### config.mk
export PLATFORM = sky130hd
export DESIGN_NAME = intersection_controller_flat
export DESIGN_NICKNAME = d
export VERILOG_FILES = /design/src/rtl/intersection_pkg.sv /design/src/rtl/intersection_controller_if.sv /design/src/rtl/phase_timer.sv /design/src/rtl/intersection_controller.sv /design/src/flat_wrapper.sv
export SDC_FILE = /design/constraint.sdc
export NUM_CORES = 1
export LEC_CHECK = 0
export ABC_AREA = 1
export CAP_MARGIN = 40
export CORE_AREA = 2 2 53 55
export DETAILED_ROUTE_END_ITERATION = 16
export DIE_AREA = 0 0 55 57
export GPL_TIMING_DRIVEN = 1
export PLACE_DENSITY = 0.74
export SLEW_MARGIN = 30
export SYNTH_ARGS = -nofsm -noshare
export SYNTH_HDL_FRONTEND = slang
export SYNTH_SLANG_ARGS = --single-unit
### constraint.sdc
create_clock -name clk -period 1.4 [get_ports clk]
set_input_delay 0.35 -clock clk [delete_from_list [all_inputs] [get_ports clk]]
set_output_delay 0.35 -clock clk [all_outputs]
set_load 0.005 [all_outputs]
### src/rtl/intersection_pkg.sv
// Shared types and constants for the intersection controller slice.
// Holds state encoding, lamp encodings, timer width and duration bounds.
package intersection_pkg;

   localparam int TIMER_W = 7;
   localparam int DUR_MIN = 1;
   localparam int DUR_MAX = 127;

   typedef enum logic [2:0] {
      NS_GREEN  = 3'd0,
      NS_YELLOW = 3'd1,
      ALL_RED_A = 3'd2,
      EW_GREEN  = 3'd3,
      EW_YELLOW = 3'd4,
      ALL_RED_B = 3'd5,
      PREEMPT   = 3'd6
   } state_t;

   typedef logic [2:0] light_t;

   localparam light_t RED    = 3'b100;
   localparam light_t YELLOW = 3'b010;
   localparam light_t GREEN  = 3'b001;

   function automatic state_t next_phase(state_t s);
      case (s)
         NS_GREEN:  return NS_YELLOW;
         NS_YELLOW: return ALL_RED_A;
         ALL_RED_A: return EW_GREEN;
         EW_GREEN:  return EW_YELLOW;
         EW_YELLOW: return ALL_RED_B;
         default:   return NS_GREEN;
      endcase
   endfunction

   function automatic light_t ns_light_of(state_t s);
      case (s)
         NS_GREEN:  return GREEN;
         NS_YELLOW: return YELLOW;
         default:   return RED;
      endcase
   endfunction

   function automatic light_t ew_light_of(state_t s);
      case (s)
         EW_GREEN:  return GREEN;
         EW_YELLOW: return YELLOW;
         default:   return RED;
      endcase
   endfunction

endpackage

### src/rtl/intersection_controller_if.sv
// Bundle between the intersection controller and its environment.
// master: drives tick/requests(/preempt); slave: drives lamps/timer/walk.
// The preempt wire exists only when PREEMPT_EN is defined.
interface intersection_controller_if;
   import intersection_pkg::*;

   logic                 tick;
   logic                 ns_ped_req;
   logic                 ew_ped_req;
`ifdef PREEMPT_EN
   logic                 preempt;
`endif
   light_t               ns_light;
   light_t               ew_light;
   logic                 ns_walk_enable;
   logic                 ew_walk_enable;
   logic [TIMER_W-1:0]   master_timer;
   logic [1:0]           ped_pending;

   modport master (
`ifdef PREEMPT_EN
      output preempt,
`endif
      output tick, ns_ped_req, ew_ped_req,
      input  ns_light, ew_light,
      input  ns_walk_enable, ew_walk_enable,
      input  master_timer, ped_pending
   );

   modport slave (
`ifdef PREEMPT_EN
      input  preempt,
`endif
      input  tick, ns_ped_req, ew_ped_req,
      output ns_light, ew_light,
      output ns_walk_enable, ew_walk_enable,
      output master_timer, ped_pending
   );

endinterface

### src/rtl/phase_timer.sv
// Loadable down-counter gated by tick; holds at 0 and never wraps.
// Ports: clk, reset, tick, load, load_val in; count, expire out.
module phase_timer #(
   parameter int           W       = 7,
   parameter logic [W-1:0] RST_VAL = '0
) (
   input  logic         clk,
   input  logic         reset,
   input  logic         tick,
   input  logic         load,
   input  logic [W-1:0] load_val,
   output logic [W-1:0] count,
   output logic         expire
);

   always_ff @(posedge clk) begin
      if (reset)
         count <= RST_VAL;
      else if (load)
         count <= load_val;
      else if (tick && count != '0)
         count <= count - W'(1);
   end

   assign expire = tick && (count == '0);

endmodule

### src/rtl/intersection_controller.sv
// Two-road signal sequencer: phase FSM, phase timer, walk request latching.
// Ports: clk, reset, bus (slave side). Option: PREEMPT_EN adds preemption.
module intersection_controller
   import intersection_pkg::*;
#(
   parameter int GREEN_TIME   = 45,
   parameter int YELLOW_TIME  = 4,
   parameter int ALL_RED_TIME = 2
) (
   input  logic                        clk,
   input  logic                        reset,
   intersection_controller_if.slave    bus
);

   if (GREEN_TIME < DUR_MIN || GREEN_TIME > DUR_MAX) begin : g_bad_green
      $error("GREEN_TIME out of range");
   end
   if (YELLOW_TIME < DUR_MIN || YELLOW_TIME > DUR_MAX) begin : g_bad_yel
      $error("YELLOW_TIME out of range");
   end
   if (ALL_RED_TIME < DUR_MIN || ALL_RED_TIME > DUR_MAX) begin : g_bad_red
      $error("ALL_RED_TIME out of range");
   end

   localparam logic [TIMER_W-1:0] G_LD = TIMER_W'(GREEN_TIME - 1);
   localparam logic [TIMER_W-1:0] Y_LD = TIMER_W'(YELLOW_TIME - 1);
   localparam logic [TIMER_W-1:0] R_LD = TIMER_W'(ALL_RED_TIME - 1);

   function automatic logic [TIMER_W-1:0] load_of(state_t s);
      case (s)
         NS_GREEN, EW_GREEN:   return G_LD;
         NS_YELLOW, EW_YELLOW: return Y_LD;
         default:              return R_LD;
      endcase
   endfunction

   state_t               state;
   state_t               next_state;
   state_t               succ;
   logic                 load;
   logic [TIMER_W-1:0]   load_val;
   logic [TIMER_W-1:0]   count;
   logic                 expire;

   light_t               ns_q;
   light_t               ew_q;
   logic [1:0]           walk_q;
   logic [1:0]           walk_nxt;
   logic [1:0]           pend_q;
   logic [1:0]           pend_nxt;
   logic                 ns_enter;
   logic                 ew_enter;
   logic                 ns_ign;
   logic                 ew_ign;

   phase_timer #(
      .W       (TIMER_W),
      .RST_VAL (R_LD)
   ) u_timer (
      .clk      (clk),
      .reset    (reset),
      .tick     (bus.tick),
      .load     (load),
      .load_val (load_val),
      .count    (count),
      .expire   (expire)
   );

   always_ff @(posedge clk) begin
      if (reset)
         state <= ALL_RED_B;
      else
         state <= next_state;
   end

   always_comb begin
      next_state = state;
      load       = 1'b0;
      load_val   = '0;
      succ       = next_phase(state);
`ifdef PREEMPT_EN
      if (bus.preempt) begin
         next_state = PREEMPT;
         load       = 1'b1;
         load_val   = '0;
      end else if (state == PREEMPT) begin
         next_state = ALL_RED_B;
         load       = 1'b1;
         load_val   = R_LD;
      end else
`endif
      if (expire) begin
         next_state = succ;
         load       = 1'b1;
         load_val   = load_of(succ);
      end
   end

   // A request is dropped only while its own green already has walk on.
   always_comb begin
      ns_enter    = (next_state == NS_GREEN) && (state != NS_GREEN);
      ew_enter    = (next_state == EW_GREEN) && (state != EW_GREEN);
      ns_ign      = (state == NS_GREEN) && walk_q[0];
      ew_ign      = (state == EW_GREEN) && walk_q[1];
      pend_nxt[0] = ns_enter ? 1'b0
                  : pend_q[0] | (bus.ns_ped_req & ~ns_ign);
      pend_nxt[1] = ew_enter ? 1'b0
                  : pend_q[1] | (bus.ew_ped_req & ~ew_ign);
      walk_nxt[0] = ns_enter ? (pend_q[0] | bus.ns_ped_req)
                  : (next_state == NS_GREEN) & walk_q[0];
      walk_nxt[1] = ew_enter ? (pend_q[1] | bus.ew_ped_req)
                  : (next_state == EW_GREEN) & walk_q[1];
   end

   always_ff @(posedge clk) begin
      if (reset) begin
         ns_q   <= RED;
         ew_q   <= RED;
         walk_q <= 2'b00;
         pend_q <= 2'b00;
      end else begin
         ns_q   <= ns_light_of(next_state);
         ew_q   <= ew_light_of(next_state);
         walk_q <= walk_nxt;
         pend_q <= pend_nxt;
      end
   end

   assign bus.ns_light       = ns_q;
   assign bus.ew_light       = ew_q;
   assign bus.ns_walk_enable = walk_q[0];
   assign bus.ew_walk_enable = walk_q[1];
   assign bus.master_timer   = count;
   assign bus.ped_pending    = pend_q;

endmodule

### src/flat_wrapper.sv
// flat-port wrapper written by rule: the top's interface ports become plain ports
module intersection_controller_flat import intersection_pkg::*;
#(
   parameter int GREEN_TIME   = 45,
   parameter int YELLOW_TIME  = 4,
   parameter int ALL_RED_TIME = 2
)
  (clk, reset, bus_tick, bus_ns_ped_req, bus_ew_ped_req, bus_ns_light, bus_ew_light, bus_ns_walk_enable, bus_ew_walk_enable, bus_master_timer, bus_ped_pending);
  intersection_controller_if bus_i ();
  input  logic clk;
  input  logic reset;
  input wire logic [$bits(bus_i.tick)-1:0] bus_tick;
  input wire logic [$bits(bus_i.ns_ped_req)-1:0] bus_ns_ped_req;
  input wire logic [$bits(bus_i.ew_ped_req)-1:0] bus_ew_ped_req;
  output wire logic [$bits(bus_i.ns_light)-1:0] bus_ns_light;
  output wire logic [$bits(bus_i.ew_light)-1:0] bus_ew_light;
  output wire logic [$bits(bus_i.ns_walk_enable)-1:0] bus_ns_walk_enable;
  output wire logic [$bits(bus_i.ew_walk_enable)-1:0] bus_ew_walk_enable;
  output wire logic [$bits(bus_i.master_timer)-1:0] bus_master_timer;
  output wire logic [$bits(bus_i.ped_pending)-1:0] bus_ped_pending;
  assign bus_i.tick = bus_tick;
  assign bus_i.ns_ped_req = bus_ns_ped_req;
  assign bus_i.ew_ped_req = bus_ew_ped_req;
  assign bus_ns_light = bus_i.ns_light;
  assign bus_ew_light = bus_i.ew_light;
  assign bus_ns_walk_enable = bus_i.ns_walk_enable;
  assign bus_ew_walk_enable = bus_i.ew_walk_enable;
  assign bus_master_timer = bus_i.master_timer;
  assign bus_ped_pending = bus_i.ped_pending;
  intersection_controller #(.GREEN_TIME(GREEN_TIME), .YELLOW_TIME(YELLOW_TIME), .ALL_RED_TIME(ALL_RED_TIME)) u_core (.clk(clk), .reset(reset), .bus(bus_i));
endmodule
==> summary.md <==
| Metric | Value |
|---|---|
| WP buf/inv | `2` |
| DIE HEIGHT | `57 um` |
| Hold slack final | `0.5496 ns` |
| CP Cell Sequence | `inv_2 -> ha_4 -> nand3_4 -> nor2_4 -> nand2_2 -> nand2_2 -> buf_6 -> nand2_4 -> nand2_1 -> nand3_1` |
| Layout cells sized above 1 | `0.3778` |
| Total global routing overflow | `0` |
| Via density | `4.924` |
| Max IR drop VDD | `0.5948 mV` |
| CTS Buffer Depth | `2` |
| DP Wirelength | `1637 um` |
| Cts bufs inserted | `3` |
| Hold WC Path Type | `reg -> reg` |
| Post-Syn Area per Cell | `7.120 um^2` |
| DIE WIDTH | `55 um` |
| Slew headroom | `0.7750` |
| Clk slew on worst S/H paths | `0.10 ns` |
| Unrepaired setup endpoints after global routing | `yes` |
| Slowest-stage cell, CP | `dfxtp_2` |
| Initial antenna violation count | `0` |
| Post-synthesis sequential area ratio | `0.4046` |
| # IOs | `22` |
| CP endpoint kind | `register` |
| DP Cell Count | `201` |
| Fin crit period | `1.442 ns` |
| CP top delay family | `simple AND/OR/NAND/NOR gates` |
| Die ar. | `0.003135 mm^2` |
| Placed inst area | `0.001314 mm^2` |
| CORE AREA | `0.002615 mm^2` |
| Residual DRC count | `0` |
| Worst-Margin Slew | `0.3362 ns` |
| Max Cap Violations | `0` |
| Wire length per cell | `11.99 um` |
| Setup violators final | `7` |
| Status | `finished with violations` |
| Starting Density | `0.3785` |
| Root Driver | `clkbuf_4` |
| Mapped Area | `989.7 um^2` |
| Initial DRC count | `17` |
| Startpoint Class | `register` |
| Final Cell Area | `0.001499 mm^2` |
| # rows | `19` |
| Fin crit share | `1.030` |
| Vias in the first global route | `947` |
| Setup TNS | `-0.1823 ns` |
| # nets final | `189` |
| Worst path required time | `1.58 ns` |
| Fin cells | `211` |
| Power consumption | `1261 uW` |
| Crit path DAT | `1.63 ns` |
| Setup ws final | `-0.04209 ns` |
| Mapped Nets | `146` |
| Drt total wl | `2530 um` |
| Delay of the slowest cell on the worst path | `0.34 ns` |
| First-pass GRT wire length | `3891 um` |
| CP dominant cell by count | `nand2_2` |
| Synth Instances | `139` |
| Tot GR Track Use | `0.1667` |
| Gpl congestion | `0.9064` |
| Clk sink count | `20` |
| Max Freq | `0.6934 GHz` |
| Synth Warn # | `0` |
| Pin count of the biggest net entering global routing | `11` |
| Drt first pass iters | `4` |
| CTS tree | `yes` |
| Port bufs | `21` |
| Power Density | `841.5 mW/mm^2` |
| Crit-path max FO | `7` |
| Routed Antenna Nets | `0` |
| Routed vias | `1,039` |
| Worst-skew pair later-pin latency | `0.29 ns` |
| Clk_skew | `0.008391 ns` |
| Synthesis-stage register bit count | `20` |
| Ant diodes | `0` |
| Hold Buf Count CTS | `0` |
| Max Slew Vio Count | `0` |
| Netlist cell types | `23` |
| Failing checks | `setup timing` |
| Leakage power | `0.0007327 uW` |
| Fin. Hold Viols | `0` |
| H-tree Lvls | `1` |
| Setup Crit Path Kind | `reg -> reg` |
| Area grow syn2layout | `51.45%` |
per-stage QoR:
step	util	setup WS, ns
after floorplan	-	0.01158
after global placement	0.5024	-0.3512
after detailed placement	0.5024	-0.4154
after CTS	0.5450	0.006406
after global routing	0.5732	-0.1057
final	0.5732	-0.04209
power breakdown:
group | switching [uW] | internal [uW] | total, uW
registers | 24.7 | 606 | 631
logic | 197 | 177 | 374
clock network | 156 | 100 | 256
total | 378 | 884 | 1260
placed cells by master, fill, tap and decap left out, types with 2 or more instances in the layout:
| cell type | netlist | final |
|---|---|---|
| a21oi_2 | 0 | 4 |
| nor2_2 | 0 | 2 |
| o211ai_1 | 2 | 2 |
| buf_4 | 0 | 13 |
| clkbuf_4 | 0 | 3 |
| dfxtp_1 | 20 | 8 |
| nand2_1 | 24 | 17 |
| inv_2 | 1 | 3 |
| o21ai_1 | 1 | 3 |
| inv_1 | 22 | 19 |
| nor2_1 | 14 | 12 |
| nand2_2 | 7 | 11 |
| nand3_1 | 8 | 8 |
| nand2_4 | 0 | 3 |
| nor3_2 | 1 | 3 |
| buf_6 | 1 | 6 |
| o21ai_0 | 12 | 8 |
| o21ai_2 | 0 | 2 |
| clkdlybuf4s50_1 | 0 | 3 |
| dlygate4sd2_1 | 0 | 18 |
| a21oi_1 | 11 | 7 |
| nor3_1 | 4 | 2 |
| dfxtp_2 | 0 | 11 |
per-layer routing:
metal / global-route usage / share of wire / vias up
met4: 0.06620 / 0.018 / 0
met5: 0 / 0 / -
met1: 0.2023 / 0.42 / 480
li1: - / - / 530
met3: 0.02356 / 0.033 / 5
met2: 0.2874 / 0.53 / 24
cell usage after synthesis:
| cell type | instances | area share |
|---|---|---|
| nand2_1 | 24 | 0.091 |
| inv_1 | 22 | 0.083 |
| dfxtp_1 | 20 | 0.40 |
| nor2_1 | 14 | 0.053 |
| o21ai_0 | 12 | 0.061 |
| a21oi_1 | 11 | 0.056 |
| nand3_1 | 8 | 0.040 |
| nand2_2 | 7 | 0.044 |
| nor3_1 | 4 | 0.020 |
| ha_1 | 2 | 0.025 |
| nand3_2 | 2 | 0.020 |
| o211ai_1 | 2 | 0.015 |
| a21o_1 | 1 | 0.0076 |
| and3_1 | 1 | 0.0063 |
| buf_6 | 1 | 0.011 |
| clkbuf_1 | 1 | 0.0038 |
| inv_2 | 1 | 0.0038 |
| nand4_1 | 1 | 0.0063 |
| nor2_4 | 1 | 0.011 |
| nor3_2 | 1 | 0.010 |
| nor3b_1 | 1 | 0.0076 |
| nor3b_2 | 1 | 0.013 |
| o21ai_1 | 1 | 0.0051 |
cell type report:
cell class	count	area, um^2
Clock buffer	3	22.52
Fill cell	258	1116
Inverter	23	88.84
Multi-Input combinational cell	94	578.1
Sequential cell	20	417.9
Tap cell	31	38.79
Timing Repair Buffer	40	352.8
path summary, 6_finish.rpt:
kind | from | slack, ns | end | cells past startpoint
worst max register to register | u_core.u_timer.count[1] | -0.04 | u_core.bus.ew_light[2] | 10
worst min-delay path | u_core.walk_q[1] | 0.55 | u_core.bus.ped_pending[1] | 3
worst min register to register | u_core.walk_q[1] | 0.55 | u_core.bus.ped_pending[1] | 3
worst max-delay path | u_core.u_timer.count[1] | -0.04 | u_core.bus.ew_light[2] | 10
kinds of logic (layout without fill, tap and decap cells):
logic type,count (synthesis),count (layout),synth area share
and+or+nand+nor,65,65,0.3237
AOI/OAI and AO/OA,27,27,0.1441
adders and majority gates,2,2,0.02528
buffers and inverters,25,66,0.1024
DFF,20,20,0.4045
worst reg2reg max path, stage by stage, from the launching register on:
cell and delay (ns):
dfxtp_2 0.34, inv_2 0.07, ha_4 0.15, nand3_4 0.09
nor2_4 0.25, nand2_2 0.08, nand2_2 0.09, buf_6 0.10
nand2_4 0.05, nand2_1 0.05, nand3_1 0.05
registers in the layout, summed over array words and instances, names as in the netlist:
register / cells
u_core.state: 3
u_core.bus.ns_light: 3
u_core.bus.ped_pending: 2
u_core.walk_q: 2
u_core.bus.ew_light: 3
u_core.u_timer.count: 7
repair_timing:
action                                  4_1_cts  5_1_grt
gates resized for setup                      45       23
endpoints found under the setup margin       29       15
pin swaps                                     6        6
setup buffers                                 7        0
hold endpoints to repair                      0        0
Note: power is estimated with default switching activity, not from simulation.
